<file path="src/rtl/apb_gpio_v2_if.sv">
// APB slave bus bundle for the GPIO block: address/control/write data in, read data and status out.
// Pure wiring; timing and backpressure are defined by the slave, which completes with zero wait states.
interface apb_gpio_v2_if;
  logic [31:0] Paddr;
  logic        Pwrite;
  logic        Psel;
  logic        Penable;
  logic [31:0] Pwdata;
  logic [31:0] Prdata;
  logic        Pready;
  logic        Pslverr;

  modport master (
    output Paddr, Pwrite, Psel, Penable, Pwdata,
    input  Prdata, Pready, Pslverr
  );

  modport slave (
    input  Paddr, Pwrite, Psel, Penable, Pwdata,
    output Prdata, Pready, Pslverr
  );
endinterface

</file>
<file path="src/rtl/apb_gpio_v2.sv">
// APB GPIO: LED/SEG registers plus synchronized switch channels that raise change interrupts.
// Zero wait states (Pready tied high, no backpressure); Prdata combinational, writes land on the access edge.
module apb_gpio_v2 #(
  parameter logic [31:0] BASE_ADDR = 32'h2000_0000,
  parameter int          SW_CH     = 2,
  parameter logic [31:0] LED_RST   = 32'hff00ff00
) (
  input  logic                Pclk,
  input  logic                Prst_n,
  apb_gpio_v2_if.slave        apb,
  output logic [31:0]         LED,
  output logic [31:0]         SEG,
  input  logic [32*SW_CH-1:0] SW,
  output logic                irq
);
  localparam logic [7:0] OFF_LED  = 8'h00;
  localparam logic [7:0] OFF_SET  = 8'h04;
  localparam logic [7:0] OFF_CLR  = 8'h08;
  localparam logic [7:0] OFF_SEG  = 8'h0C;
  localparam logic [7:0] OFF_EN   = 8'h10;
  localparam logic [7:0] OFF_STAT = 8'h14;
  localparam logic [7:0] OFF_SW0  = 8'h18;

  logic [31:0]         off;
  logic [7:0]          reg_off;
  logic                in_win;
  logic                hit_sw;
  logic                acc_ok;
  logic                wr_en;
  logic [31:0]         sw_rd;
  logic [31:0]         rd_dat;
  logic [SW_CH-1:0]    irq_en;
  logic [SW_CH-1:0]    irq_stat;
  logic [SW_CH-1:0]    sw_chg;
  logic [SW_CH-1:0]    w1c;
  logic [32*SW_CH-1:0] sw_meta;
  logic [32*SW_CH-1:0] sw_sync;
  logic [32*SW_CH-1:0] sw_prev;

  // Subtracting the base keeps the window check correct even for a base not aligned to 256 bytes.
  assign off     = apb.Paddr - BASE_ADDR;
  assign reg_off = off[7:0];
  assign in_win  = (off[31:8] == 24'd0);

  always_comb begin
    hit_sw = 1'b0;
    sw_rd  = '0;
    for (int i = 0; i < SW_CH; i++) begin
      if (reg_off == 8'(OFF_SW0 + 8'(4 * i))) begin
        hit_sw = 1'b1;
        sw_rd  = sw_sync[32*i +: 32];
      end
    end
  end

  // Switch channels are read-only, so a write there is an error rather than a silent drop.
  assign acc_ok = in_win && (apb.Paddr[1:0] == 2'b00) &&
                  ((reg_off <= OFF_STAT) || (hit_sw && !apb.Pwrite));
  assign wr_en  = apb.Psel && apb.Penable && apb.Pwrite && acc_ok;
  assign w1c    = (wr_en && (reg_off == OFF_STAT)) ? apb.Pwdata[SW_CH-1:0] : '0;

  always_comb begin
    sw_chg = '0;
    for (int i = 0; i < SW_CH; i++) begin
      sw_chg[i] = |(sw_sync[32*i +: 32] ^ sw_prev[32*i +: 32]);
    end
  end

  always_comb begin
    rd_dat = '0;
    case (reg_off)
      OFF_LED:          rd_dat = LED;
      OFF_SET, OFF_CLR: rd_dat = '0;
      OFF_SEG:          rd_dat = SEG;
      OFF_EN:           rd_dat = 32'(irq_en);
      OFF_STAT:         rd_dat = 32'(irq_stat);
      default:          rd_dat = sw_rd;
    endcase
  end

  always_ff @(posedge Pclk or negedge Prst_n) begin
    if (!Prst_n) begin
      LED      <= LED_RST;
      SEG      <= '0;
      irq_en   <= '0;
      irq_stat <= '0;
      sw_meta  <= '0;
      sw_sync  <= '0;
      sw_prev  <= '0;
    end else begin
      sw_meta  <= SW;
      sw_sync  <= sw_meta;
      sw_prev  <= sw_sync;
      // A change event in the same cycle as a clear keeps the bit set.
      irq_stat <= (irq_stat & ~w1c) | sw_chg;
      if (wr_en) begin
        case (reg_off)
          OFF_LED: LED    <= apb.Pwdata;
          OFF_SET: LED    <= LED | apb.Pwdata;
          OFF_CLR: LED    <= LED & ~apb.Pwdata;
          OFF_SEG: SEG    <= apb.Pwdata;
          OFF_EN:  irq_en <= apb.Pwdata[SW_CH-1:0];
          default: ;
        endcase
      end
    end
  end

  assign apb.Pready  = 1'b1;
  assign apb.Prdata  = (apb.Psel && !apb.Pwrite && acc_ok) ? rd_dat : '0;
  assign apb.Pslverr = Prst_n && apb.Psel && apb.Penable && !acc_ok;
  assign irq         = |(irq_stat & irq_en);
endmodule

</file>
<file path="src/flat_wrapper.sv">
// flat-port wrapper written by rule: the top's interface ports become plain ports
module apb_gpio_v2_flat 
#(
  parameter logic [31:0] BASE_ADDR = 32'h2000_0000,
  parameter int          SW_CH     = 2,
  parameter logic [31:0] LED_RST   = 32'hff00ff00
)
  (Pclk, Prst_n, LED, SEG, SW, irq, apb_Paddr, apb_Pwrite, apb_Psel, apb_Penable, apb_Pwdata, apb_Prdata, apb_Pready, apb_Pslverr);
  apb_gpio_v2_if apb_i ();
  input  logic Pclk;
  input  logic Prst_n;
  output logic [31:0] LED;
  output logic [31:0] SEG;
  input  logic [32*SW_CH-1:0] SW;
  output logic irq;
  input wire logic [$bits(apb_i.Paddr)-1:0] apb_Paddr;
  input wire logic [$bits(apb_i.Pwrite)-1:0] apb_Pwrite;
  input wire logic [$bits(apb_i.Psel)-1:0] apb_Psel;
  input wire logic [$bits(apb_i.Penable)-1:0] apb_Penable;
  input wire logic [$bits(apb_i.Pwdata)-1:0] apb_Pwdata;
  output wire logic [$bits(apb_i.Prdata)-1:0] apb_Prdata;
  output wire logic [$bits(apb_i.Pready)-1:0] apb_Pready;
  output wire logic [$bits(apb_i.Pslverr)-1:0] apb_Pslverr;
  assign apb_i.Paddr = apb_Paddr;
  assign apb_i.Pwrite = apb_Pwrite;
  assign apb_i.Psel = apb_Psel;
  assign apb_i.Penable = apb_Penable;
  assign apb_i.Pwdata = apb_Pwdata;
  assign apb_Prdata = apb_i.Prdata;
  assign apb_Pready = apb_i.Pready;
  assign apb_Pslverr = apb_i.Pslverr;
  apb_gpio_v2 #(.BASE_ADDR(BASE_ADDR), .SW_CH(SW_CH), .LED_RST(LED_RST)) u_core (.Pclk(Pclk), .Prst_n(Prst_n), .apb(apb_i), .LED(LED), .SEG(SEG), .SW(SW), .irq(irq));
endmodule
</file>
<file path="config.mk">
export PLATFORM = sky130hd
export DESIGN_NAME = apb_gpio_v2_flat
export DESIGN_NICKNAME = d
export VERILOG_FILES = /design/src/rtl/apb_gpio_v2_if.sv /design/src/rtl/apb_gpio_v2.sv /design/src/flat_wrapper.sv
export SDC_FILE = /design/constraint.sdc
export NUM_CORES = 1
export LEC_CHECK = 0
export BUFFER_PORTS_ARGS = -buffer_cell sky130_fd_sc_hd__clkbuf_2
export CORE_MARGIN = 2
export CORE_UTILIZATION = 26
export CTS_CLUSTER_DIAMETER = 100
export DETAILED_ROUTE_END_ITERATION = 16
export HOLD_SLACK_MARGIN = 0.15
export MAX_ROUTING_LAYER = met4
export RECOVER_POWER = 50
export SETUP_SLACK_MARGIN = 0.1
export SYNTH_ARGS = -nofsm -noshare
export SYNTH_HDL_FRONTEND = slang
export SYNTH_SLANG_ARGS = --single-unit
</file>
<file path="constraint.sdc">
create_clock -name Pclk -period 3 [get_ports Pclk]
set_clock_uncertainty 0.1 [all_clocks]
set_input_delay 0.45 -clock Pclk [delete_from_list [all_inputs] [get_ports Pclk]]
set_output_delay 0.45 -clock Pclk [all_outputs]
set_load 0.02 [all_outputs]
</file>
==> results of run 1 <==
## what timing repair did
item / CTS / global route
hold endpoints to repair: 229 / 0
pin swaps: 0 / 2
setup endpoints to repair: 23 / 32
hold buffers: 97 / 0
resized for setup: 3 / 12
setup buffers: 1 / 0
## logic make-up after synthesis
logic type | share of synthesized area (%)
adder cells (fa/ha/maj) | 0.1293
multiplexers | 3.803
AND/OR/NAND/NOR | 8.926
buffers and inverters | 3.105
XOR/XNOR | 5.886
flip-flops | 67.48
AO/OA/AOI/OAI | 10.63
other | 0.03877
## worst max-delay path, stage by stage
cell	delay [ps]
clkbuf_2	90
inv_1	40
ha_1	290
nor4b_4	190
and4_4	260
and2_1	140
and4b_2	290
buf_8	170
and2_1	190
buf_4	160
## cells in the final DEF (no fill, tap or decap), drive strengths merged, types with 2 or more instances in the layout
cell / n
clkbuf: 266
dfrtp: 244
dlygate4sd3: 97
xnor2: 65
o21ai: 65
inv: 39
nand2: 37
buf: 37
and2: 34
o31ai: 33
a22oi: 32
o22ai: 31
nor2b: 31
mux2i: 30
nand4: 18
dfstp: 16
nor4: 7
nand3: 5
clkinvlp: 4
nor3: 3
nor2: 2
mux4: 2
mux2: 2
bufinv: 2
nor4b: 2
and4: 2
clkinv: 2
## power by group
group / switching (W) / total [W] / internal [W]
Combinational: 0.000274 / 0.000543 / 0.000269
Clock: 0.00147 / 0.00362 / 0.00214
Sequential: 0.0000831 / 0.00372 / 0.00364
## metrics by stage
step / utilization [%] / hold slack, ps / setup WS [ps] / cell area (sq um) / TNS (ps)
final: 36.99 / 231.3 / 182.0 / 13540 / 0
after global routing: 36.99 / 231.1 / 109.6 / 13540 / 0
after CTS: 36.96 / 211.8 / 112.7 / 13530 / 0
after detailed placement: 31.55 / 234.7 / 4.035 / 11550 / 0
after global placement: 31.55 / 234.0 / -2.262 / 11550 / -3.768
after floorplan: - / 54.41 / 450.1 / 9672 / 0
## flip-flops by register name, summed over array words and instances (netlist names)
name / count
u_core.irq_stat: 2
u_core.sw_sync: 64
u_core.LED: 32
u_core.sw_prev: 64
u_core.sw_meta: 64
u_core.SEG: 32
u_core.irq_en: 2
## final timing paths
path	depth (start not counted)	slack (ps)	end
max	10	180	apb_Prdata[1]
min	2	230	u_core.sw_prev[42]
max reg2reg	4	1350	u_core.irq_stat[0]
min reg2reg	0	240	u_core.sw_sync[17]
max in group asynchronous	3	640	u_core.sw_prev[22]
min in group Pclk	3	230	u_core.LED[27]
## routing by layer
| layer | GRT usage, % | part of all wire [%] |
|---|---|---|
| met5 | - | 0 |
| met4 | 4.818 | 3.1 |
| met3 | 3.576 | 6.2 |
| met2 | 24.67 | 47 |
| met1 | 20.17 | 43 |
## layout make-up
| class | instances | share of cell area, % |
|---|---|---|
| Tap cell | 468 | 4.324 |
| Clock inverter | 12 | 1.109 |
| Inverter | 35 | 0.9702 |
| Multi-Input combinational cell | 413 | 21.21 |
| Antenna cell | 1 | 0.01848 |
| Clock buffer | 41 | 6.209 |
| Timing Repair Buffer | 359 | 17.96 |
| Sequential cell | 260 | 48.19 |
==> summary.txt, run 1 <==
Global route
  • Largest net degree at the start of global routing: 160
  • First-pass GRT wire length: 44210 microns
  • GR Overflow Total: 0
  • GRT Util Overall: 15.67%
  • Initial antenna violation count: 1
  • Vias in the first global route: 7264

Drt
  • TritonRoute pass-1 iters: 7
  • # DRC: 0
  • Wirelength per Cell: 18.60 microns
  • Routed vias: 7092
  • Via-to-Cell Ratio: 4.463
  • DRT Wirelength: 29550 microns
  • ANT nets after route: 0
  • Initial DRC Count: 272

Clocking
  • CTS Buffer Depth: 3
  • Worst-path clk slew: 60 ps
  • Clk_lat worst skew: 570 ps
  • CTS Buf Count: 29
  • Clk root buf: clkbuf_16
  • CTS H-tree lvls: 1
  • CTS Sinks: 260
  • CTS tree: yes

Synth
  • Most common cell in the synthesized netlist: dfrtp_1
  • Synth Net Count: 884
  • Largest area contributor in the netlist: dfrtp_1
  • Sequential element share of the synthesized area: 67.48%
  • Syn avg cell area: 12.90 sq um
  • Commonest cells in the synthesized netlist: dfrtp_1, xnor2_1, o21ai_1
  • Post-synth EDFFs: 0
  • Synth warnings: 0
  • Top post-synthesis cells by area: dfrtp_1, xnor2_1, dfstp_2
  • Ys flop type: dfrtp_1
  • Synth async-reset ratio: 100.0%
  • Netlist Area Pre-Place: 9672 sq um
  • Share of the synthesized area in the top cell type: 63.13%
  • Synth cell types: 41
  • Flops & latches, synth: 260
  • Post-synthesis cell count: 750

Floorplan
  • IO Count: 232
  • Die area: 38760 sq um
  • Cell Rows: 70
  • Core Area: 36610 sq um
  • Starting density of the core: 26.42%
  • Die X: 196.9 microns
  • Chip height: 196.9 microns

Hold path
  • Hold Crit Class: input pin to async pin

Finish
  • Fillers: 3535
  • Area growth from synthesis to layout: 40.01%
  • Final Non-Filler Cells: 1589
  • Share of cells above drive strength 1: 29.73%
  • FF/Latch Area: 6526 sq um
  • Total Nets Final: 1232
  • Multi-input gate area: 2873 sq um

Power and ir drop
  • Maximum vdd drop: 0.4780 mV
  • Pwr Density: 582.1 nW/um^2
  • Pleak: 6.142 nW
  • Final Power: 0.007882 W

Place
  • Routability congestion estimate: 0.8235
  • Hpwl dp: 21350 microns
  • Port bufs: 230
  • Placed insts: 1437

Timing
  • Fmax: 0.3549 GHz
  • # setup viols final: 0
  • Clock period minus final worst setup slack: 2818 ps
  • Final slew viol count: 34
  • Tightest Pin Transition: 1740 ps
  • Max-Slew Margin vs Limit: -16.00%
  • Final hold vios: 0
  • Crit share post-route: 93.93%
  • RSZ-0062 raised after global routing: yes

Critical path
  • Worst r2r src: u_core.sw_sync[1]
  • CP startpoint: apb_Paddr[29]
  • Worst setup EP type: primary output
  • Required @ worst endpoint: 2450 ps
  • CP Data Arrival Time: 2270 ps
  • Critical path class: input pin to primary output
  • Critical-path maximum fanout: 18
  • Worst Setup Start Kind: input pin

Run
  • Max-cap violations: 1

Run status
  • Violated checks: capacitance limit, slew limit
  • Run status: complete, but fails checks
Power figures use the tool's default switching activity.
==> inputs of run 2 (changes only) <==
Settings changed: ABC_AREA set to 1.
==> run 2 against run 1 <==
Net effect:
- the run still ends with capacitance limit, slew limit left
- sequential share of layout area is 2.1 points lower
- sequential power about the same
- wire length increased by 5.3%
- combinational power shrank 16%
- synthesized cell count increased by 35%
- first-iteration DRC count up 81%
- cell area grew 4.5%
- setup slack better by 32 ps
- global-route usage shrank 0.47 points
- cell count is 19% higher
- core utilization is 1.3 points lower
- clock power shrank 2%
- critical path type unchanged
- critical endpoint is now apb_Prdata[30]
==> summary.txt, run 2 <==
Critical path
  • Crit-path cells: clkbuf_2 > inv_1 > nand2_2 > nor2_2 > buf_12 > nand3_1 > nand2_2 > nand2_2 > nor3_4 > inv_6 > nor2_1 > clkbuf_2 (was clkbuf_2 > inv_1 > ha_1 > nor4b_4 > and4_4 > and2_1 > and4b_2 > buf_8 > and2_1 > buf_4)
  • Most used cell, CP: nand2_2 (was and2_1)
  • Critical-path maximum fanout: 31 (was 18)
  • Required @ worst endpoint: 2450 ps (about the same)
  • Worst setup EP type: primary output (unchanged)
  • CP max-delay cell: nor3_4 (was ha_1)
  • Critical path class: input pin to primary output (unchanged)
  • Cell family with most CP delay: simple AND/OR/NAND/NOR gates (unchanged)
  • CP max stage delay: 220 ps (was 290 ps)
  • Reg2reg path depth: 7 (was 4)
  • Reg2Reg Setup Slack: 1380 ps (was 1350 ps)
  • Worst r2r src: u_core.sw_sync[33] (was u_core.sw_sync[1])
  • Crit path buf inv count: 5 (was 4)
  • Reg-to-reg endpoint: u_core.irq_stat[1] (was u_core.irq_stat[0])
  • CP Data Arrival Time: 2240 ps (was 2270 ps)
  • Worst Setup Start Kind: input pin (unchanged)

Clocking
  • Clk root buf: clkbuf_16 (unchanged)
  • CTS Buf Count: 28 (was 29)
  • CTS Sinks: 260 (unchanged)
  • Clk_lat worst skew: 540 ps (was 570 ps)
  • CTS H-tree lvls: 1 (unchanged)
  • CTS tree: yes (unchanged)
  • Worst-path clk slew: 60 ps (about the same)
  • CTS Buffer Depth: 3 (unchanged)
  • Post-CTS Setup Repair Bufs: 0 (was 1)

Floorplan
  • Die area: 41660 sq um (was 38760 sq um)
  • IO Count: 232 (unchanged)
  • Die X: 204.1 microns (was 196.9 microns)
  • Chip height: 204.1 microns (was 196.9 microns)
  • Starting density of the core: 26.26% (was 26.42%)
  • Core Area: 39640 sq um (was 36610 sq um)
  • Cell Rows: 73 (was 70)

Timing
  • Clock period minus final worst setup slack: 2786 ps (was 2818 ps)
  • # setup viols final: 0 (unchanged)
  • Crit share post-route: 92.86% (was 93.93%)
  • RSZ-0062 raised after global routing: yes (unchanged)
  • TNS Setup: 0 ps (unchanged)
  • Final hold vios: 0 (unchanged)
  • Fmax: 0.3590 GHz (was 0.3549 GHz)
  • Max-Slew Margin vs Limit: -17.01% (was -16.00%)
  • Tightest Pin Transition: 1755 ps (was 1740 ps)
  • Final slew viol count: 78 (was 34)

Synth
  • Sequential element share of the synthesized area: 62.68% (was 67.48%)
  • Post-synthesis cell count: 1012 (was 750)
  • Post-synthesis xor/xnor area fraction: 4.963% (was 5.886%)
  • Mux cell area share after synthesis: 0% (was 3.803%)
  • Share of the synthesized area in the top cell type: 58.65% (was 63.13%)
  • Most common cell in the synthesized netlist: dfrtp_1 (unchanged)
  • Largest family of logic cells by synthesized area: simple AND/OR/NAND/NOR gates (was compound AO/OA/AOI/OAI gates)
  • Synth Net Count: 1146 (was 884)
  • Largest area contributor in the netlist: dfrtp_1 (unchanged)
  • Synth cell types: 37 (was 41)
  • Top post-synthesis cells by area: dfrtp_1, nand2_1, nor2_1 (was dfrtp_1, xnor2_1, dfstp_2)
  • Syn avg cell area: 10.29 sq um (was 12.90 sq um)
  • Synth Area in Simple Gates: 17.10% (was 8.926%)
  • Ys flop type: dfrtp_1 (unchanged)
  • Commonest cells in the synthesized netlist: dfrtp_1, nand2_1, nor2_1 (was dfrtp_1, xnor2_1, o21ai_1)
  • Post-synth EDFFs: 0 (unchanged)
  • Synth async-reset ratio: 100.0% (unchanged)
  • Flops & latches, synth: 260 (unchanged)
  • Synth warnings: 0 (unchanged)
  • Netlist Area Pre-Place: 10410 sq um (was 9672 sq um)
  • Synth Area in Compound Gates: 9.710% (was 10.63%)
  • Adder-cell share of the synthesized area: 0.1202% (was 0.1294%)

Finish
  • Commonest non-fill, non-tap cells in the layout: dfrtp_1, clkbuf_2, nand2_1 (was dfrtp_1, clkbuf_2, dlygate4sd3_1)
  • Area growth from synthesis to layout: 35.86% (was 40.01%)
  • Top Registers: u_core.sw_meta: 64 flops, u_core.sw_prev: 64 flops, u_core.sw_sync: 64 flops (unchanged)
  • Fillers: 3952 (was 3535)
  • Share of cells above drive strength 1: 23.41% (was 29.73%)
  • Most common cell after layout, fill and taps aside: dfrtp_1 (unchanged)
  • Total Nets Final: 1483 (was 1232)
  • Final Non-Filler Cells: 1897 (was 1589)

Hold path
  • Hold depth: 0
  • Hold Crit Class: register to register (was input pin to async pin)
  • WHS Endpoint: u_core.sw_sync[22]
  • HP Start: u_core.sw_meta[22]

Place
  • Placed insts: 1747 (was 1437)
  • Port bufs: 230 (unchanged)
  • Routability congestion estimate: 0.9485 (was 0.8235)
  • Hpwl dp: 22300 microns (was 21350 microns)

Global route
  • Vias in the first global route: 8170 (was 7264)
  • First-pass GRT wire length: 47330 microns (was 44210 microns)
  • GRT Util Overall: 15.20% (was 15.67%)
  • Largest net degree at the start of global routing: 154 (was 160)
  • Initial antenna violation count: 1 (unchanged)
  • GR Overflow Total: 0 (unchanged)

Power and ir drop
  • Pleak: 6.567 nW (was 6.142 nW)
  • Flop pwr share: 48.1% (was 47.2%)
  • Internal power: 0.005975 W (was 0.006052 W)
  • Maximum vdd drop: 0.4633 mV (was 0.4780 mV)
  • Switching Fraction: 22.60% (was 23.22%)
  • Logic pwr share: 5.9% (was 6.9%)
  • Net Sw Power: 0.001745 W (was 0.001830 W)
  • Clock power frac: 45.9% (about the same)
  • Pwr Density: 545.8 nW/um^2 (was 582.1 nW/um^2)

Drt
  • Met3 WL: 1794 microns (was 1818 microns)
  • # DRC: 0 (unchanged)
  • Wirelength per Cell: 16.41 microns (was 18.60 microns)
  • Initial DRC Count: 493 (was 272)
  • Max Used Layer: met4 (unchanged)
  • Via-to-Cell Ratio: 4.365 (was 4.463)
  • ANT nets after route: 0 (unchanged)
  • DRT Wirelength: 31130 microns (was 29550 microns)
  • TritonRoute pass-1 iters: 6 (was 7)
  • Met1 Wirelength: 14010 microns (was 12810 microns)
  • Met2 routed WL: 14410 microns (was 14000 microns)
  • Routed vias: 8281 (was 7092)

Run status
  • Run status: complete, but fails checks (unchanged)
  • Violated checks: capacitance limit, slew limit (unchanged)

Run
  • Max-cap violations: 1 (unchanged)
## run 2: cell count changes after synthesis, moves of 32 or more
cell,before,now
nand2_1,37,171
nor2_1,1,134
o21ai_0,2,84
o21bai_1,0,32
and2_1,34,0
a22oi_1,32,0
o21ai_1,63,14
o31ai_1,33,0
nand3_1,5,68
## run 2: area by class of cell
type / count / area [sq um] / share of cell area, %
antenna: 1 / 2.502 / 0.01769
clock buffer: 34 / 774.5 / 5.475
clock inverter: 18 / 192.7 / 1.362
inverter: 63 / 245.2 / 1.734
multi-input combinational: 639 / 3346 / 23.65
sequential: 260 / 6526 / 46.14
tap: 525 / 656.9 / 4.644
timing repair buffer: 357 / 2401 / 16.97
## run 2: cell families after synthesis
family,after synthesis
xor gates and xnor gates,59
AOI/OAI and AO/OA,167
adders and majority gates,1
and+or+nand+nor,411
DFF,260
other,1
buffers and inverters,113
## run 2: repair_timing
item                                   4_1_cts  5_1_grt
resized for setup                            1        8
setup endpoints to repair                    1       30
endpoints found under the hold margin      227        0
hold buffers                                97        0
## run 2: how the worst max path moves through the flow
stage	cells after the start	from	slack [ps]	end
floorplan	11	apb_Paddr[29]	560	apb_Prdata[10]
global placement	10	apb_Paddr[7]	90	apb_Prdata[5]
detailed placement	12	apb_Paddr[1]	90	apb_Prdata[27]
CTS	10	apb_Paddr[6]	120	apb_Prdata[20]
global route	12	apb_Paddr[1]	90	apb_Prdata[18]
finish	12	apb_Paddr[1]	210	apb_Prdata[30]
## run 2: metrics by stage
| stage | utilization, % | power, W | instance area, sq um | setup slack, ps | hold WS (ps) |
|---|---|---|---|---|---|
| finish | 35.68 | 0.007720 | 14140 | 214.2 | 243.8 |
| global route | 35.68 | 0.008059 | 14140 | 88.76 | 254.7 |
| CTS | 35.78 | 0.007852 | 14180 | 116.7 | 245.2 |
| detailed placement | 30.89 | 0.004152 | 12240 | 92.05 | 234.7 |
| global placement | 30.89 | 0.004144 | 12240 | 90.60 | 233.4 |
| floorplan | - | 0.003896 | 10410 | 559.7 | 54.41 |
## run 2: power by group through the flow
stage	sequential, W	combinational [W]	clock [W]
after floorplan	0.00376	0.000137	0
after global placement	0.00378	0.000368	0
after detailed placement	0.00378	0.000371	0
after CTS	0.00372	0.000471	0.00366
after global routing	0.00373	0.000507	0.00382
final	0.00372	0.000456	0.00355
## run 2: layer usage
metal	up-vias	global-route usage, %
met5	-	-
met4	0	5.409
met3	61	1.802
met2	308	23.86
met1	3947	20.35
li1	3965	-
==> inputs of run 3 (changes only) <==
Settings changed: ABC_CLOCK_PERIOD_IN_PS set to 3000, GPL_TIMING_DRIVEN set to 0.
==> run 3 against run 2 <==
Net effect:
- the run now ends clean
- global-route usage rose by 0.30 points
- maximum frequency rose by 0.89%
- cell count rose by 1.4%
- sequential share of layout area fell by 0.46 points
- cell area rose by 1.0%
==> summary.txt, run 3 (synthesis results as in run 2) <==
Global route
  • First-pass GRT wire length: 48060 microns (was 47330 microns)
  • Initial antenna violation count: 3 (was 1)
  • GRT Util Overall: 15.50% (was 15.20%)
  • Largest net degree at the start of global routing: 105 (was 154)
  • Vias in the first global route: 8520 (was 8170)
  • GRT Max-Usage Layer: met2 (unchanged)
  • GR Overflow Total: 0 (unchanged)
  • M3 GR Usage: 1.626% (was 1.802%)
  • Met2 Use GR: 25.44% (was 23.86%)
  • M1 GR Usage: 19.94% (was 20.35%)

Drt
  • Via-to-Cell Ratio: 4.288 (was 4.365)
  • ANT nets after route: 0 (unchanged)
  • # DRC: 0 (unchanged)
  • TritonRoute pass-1 iters: 5 (was 6)
  • Routed vias: 8250 (was 8281)
  • Initial DRC Count: 367 (was 493)
  • DRT Wirelength: 31680 microns (was 31130 microns)
  • Wirelength per Cell: 16.46 microns (was 16.41 microns)

Critical path
  • Critical path class: input pin to primary output (unchanged)
  • Worst Setup Start Kind: input pin (unchanged)
  • Critical-path maximum fanout: 10 (was 31)
  • CP max stage delay: 350 ps (was 220 ps)
  • CP max-delay cell: o21ai_1 (was nor3_4)
  • Required @ worst endpoint: 2450 ps (about the same)
  • CP Data Arrival Time: 2210 ps (was 2240 ps)
  • Crit-path cells: clkbuf_2 > inv_1 > nand2_2 > nor2_2 > buf_2 > o211ai_1 > o21ai_1 > o21ai_0 > nor2_1 > clkbuf_2 (was clkbuf_2 > inv_1 > nand2_2 > nor2_2 > buf_12 > nand3_1 > nand2_2 > nand2_2 > nor3_4 > inv_6 > nor2_1 > clkbuf_2)
  • Worst setup EP type: primary output (unchanged)
  • Most used cell, CP: clkbuf_2 (was nand2_2)

Timing
  • Max-Slew Margin vs Limit: 3.609% (was -17.01%)
  • # setup viols final: 0 (unchanged)
  • Clock period minus final worst setup slack: 2761 ps (was 2786 ps)
  • TNS Setup: 0 ps (unchanged)
  • Tightest Pin Transition: 1446 ps (was 1755 ps)
  • Final slew viol count: 0 (was 78)
  • Final worst slack: 238.6 ps (was 214.2 ps)
  • Hold_ws: 243.4 ps (was 243.8 ps)
  • Fmax: 0.3621 GHz (was 0.3590 GHz)
  • Crit share post-route: 92.05% (was 92.86%)
  • RSZ-0062 raised after global routing: no (was yes)
  • Final hold vios: 0 (unchanged)

Place
  • Placed insts: 1768 (was 1747)
  • Hpwl dp: 23530 microns (was 22300 microns)
  • Routability congestion estimate: 0.8767 (was 0.9485)
  • Port bufs: 229 (was 230)
  • Dpl ws: -143.3 ps (was 92.05 ps)

Clocking
  • CTS Buf Count: 29 (was 28)
  • CTS Sinks: 260 (unchanged)
  • Worst-path clk slew: 60 ps (about the same)
  • CTS H-tree lvls: 1 (unchanged)
  • CTS tree: yes (unchanged)
  • CTS Buffer Depth: 3 (unchanged)
  • Clk_lat worst skew: 540 ps (about the same)
  • Clk root buf: clkbuf_16 (unchanged)

Finish
  • Top Registers: u_core.sw_meta: 64 flops, u_core.sw_prev: 64 flops, u_core.sw_sync: 64 flops (unchanged)
  • Area growth from synthesis to layout: 37.23% (was 35.86%)
  • Final Non-Filler Cells: 1924 (was 1897)
  • FF/Latch Area: 6526 sq um (unchanged)
  • Share of cells above drive strength 1: 25.79% (was 23.41%)
  • Commonest non-fill, non-tap cells in the layout: dfrtp_1, clkbuf_2, nand2_1 (unchanged)
  • Multi-input gate area: 3382 sq um (was 3346 sq um)
  • Fillers: 3985 (was 3952)
  • Total Nets Final: 1508 (was 1483)
  • Most common cell after layout, fill and taps aside: dfrtp_1 (unchanged)

Hold path
  • Hold Crit Class: register to register (unchanged)

Floorplan
  • IO Count: 232 (unchanged)
  • Starting density of the core: 26.26% (unchanged)
  • Die X: 204.1 microns (unchanged)
  • Core Area: 39640 sq um (unchanged)
  • Chip height: 204.1 microns (unchanged)
  • Die area: 41660 sq um (unchanged)
  • Cell Rows: 73 (unchanged)

Run status
  • Run status: completed (was complete, but fails checks)

Run
  • Max-cap violations: 0 (was 1)

Power and ir drop
  • Final Power: 0.007775 W (was 0.007720 W)
  • Pwr Density: 544.2 nW/um^2 (was 545.8 nW/um^2)
  • Maximum vdd drop: 0.3637 mV (was 0.4633 mV)
  • Pleak: 6.692 nW (was 6.567 nW)
[run 3: cell type report]
class,instances,area share (%)
sequential,260,45.68
multi-input combinational,640,23.67
timing repair buffer,330,15.12
clock buffer,34,5.421
tap,525,4.598
buffer,50,2.329
inverter,63,1.664
clock inverter,19,1.471
antenna,3,0.05254
[run 3: final timing paths]
check | startpoint | to | slack [ps] | cells after the start
max | apb_Paddr[0] | apb_Prdata[2] | 240 | 10
min | u_core.sw_meta[56] | u_core.sw_sync[56] | 240 | 0
min reg2reg | u_core.sw_meta[56] | u_core.sw_sync[56] | 240 | 0
max in group asynchronous | Prst_n | u_core.sw_prev[12] | 1050 | 3
min in group asynchronous | Prst_n | u_core.SEG[10] | 410 | 3
max reg2reg | u_core.sw_sync[33] | u_core.irq_stat[1] | 1330 | 7
[run 3: report_power, final]
group	switching [W]	internal, W
logic	0.000229	0.000225
registers	0.0000778	0.00364
clock network	0.00148	0.00213
total	0.00178	0.00599
[run 3: critical path, delay by kind of cell]
family	cells	cell delay, ps
AO/OA/AOI/OAI	3	630
buffers and inverters	4	640
AND/OR/NAND/NOR	3	490
[run 3: metal layers]
| metal | vias to the layer above | part of all wire (%) |
|---|---|---|
| met1 | 3949 | 45 |
| met2 | 234 | 48 |
| met4 | 0 | 3.1 |
| met3 | 54 | 4.2 |
| met5 | - | 0 |
| li1 | 4013 | - |
[run 3: stage by stage]
stage	utilization, %	cell area (sq um)
global route	36.04	14290
detailed placement	30.97	12280
floorplan	-	10410
finish	36.04	14290
CTS	36.00	14270
global placement	30.81	12210
[run 3: timing repair]
action	in CTS	in global routing
setup endpoints to repair	17	26
gates resized for setup	18	35
setup buffers	0	1
pin swaps	0	2
hold endpoints to repair	189	0
cloned	0	1
hold buffers	98	0
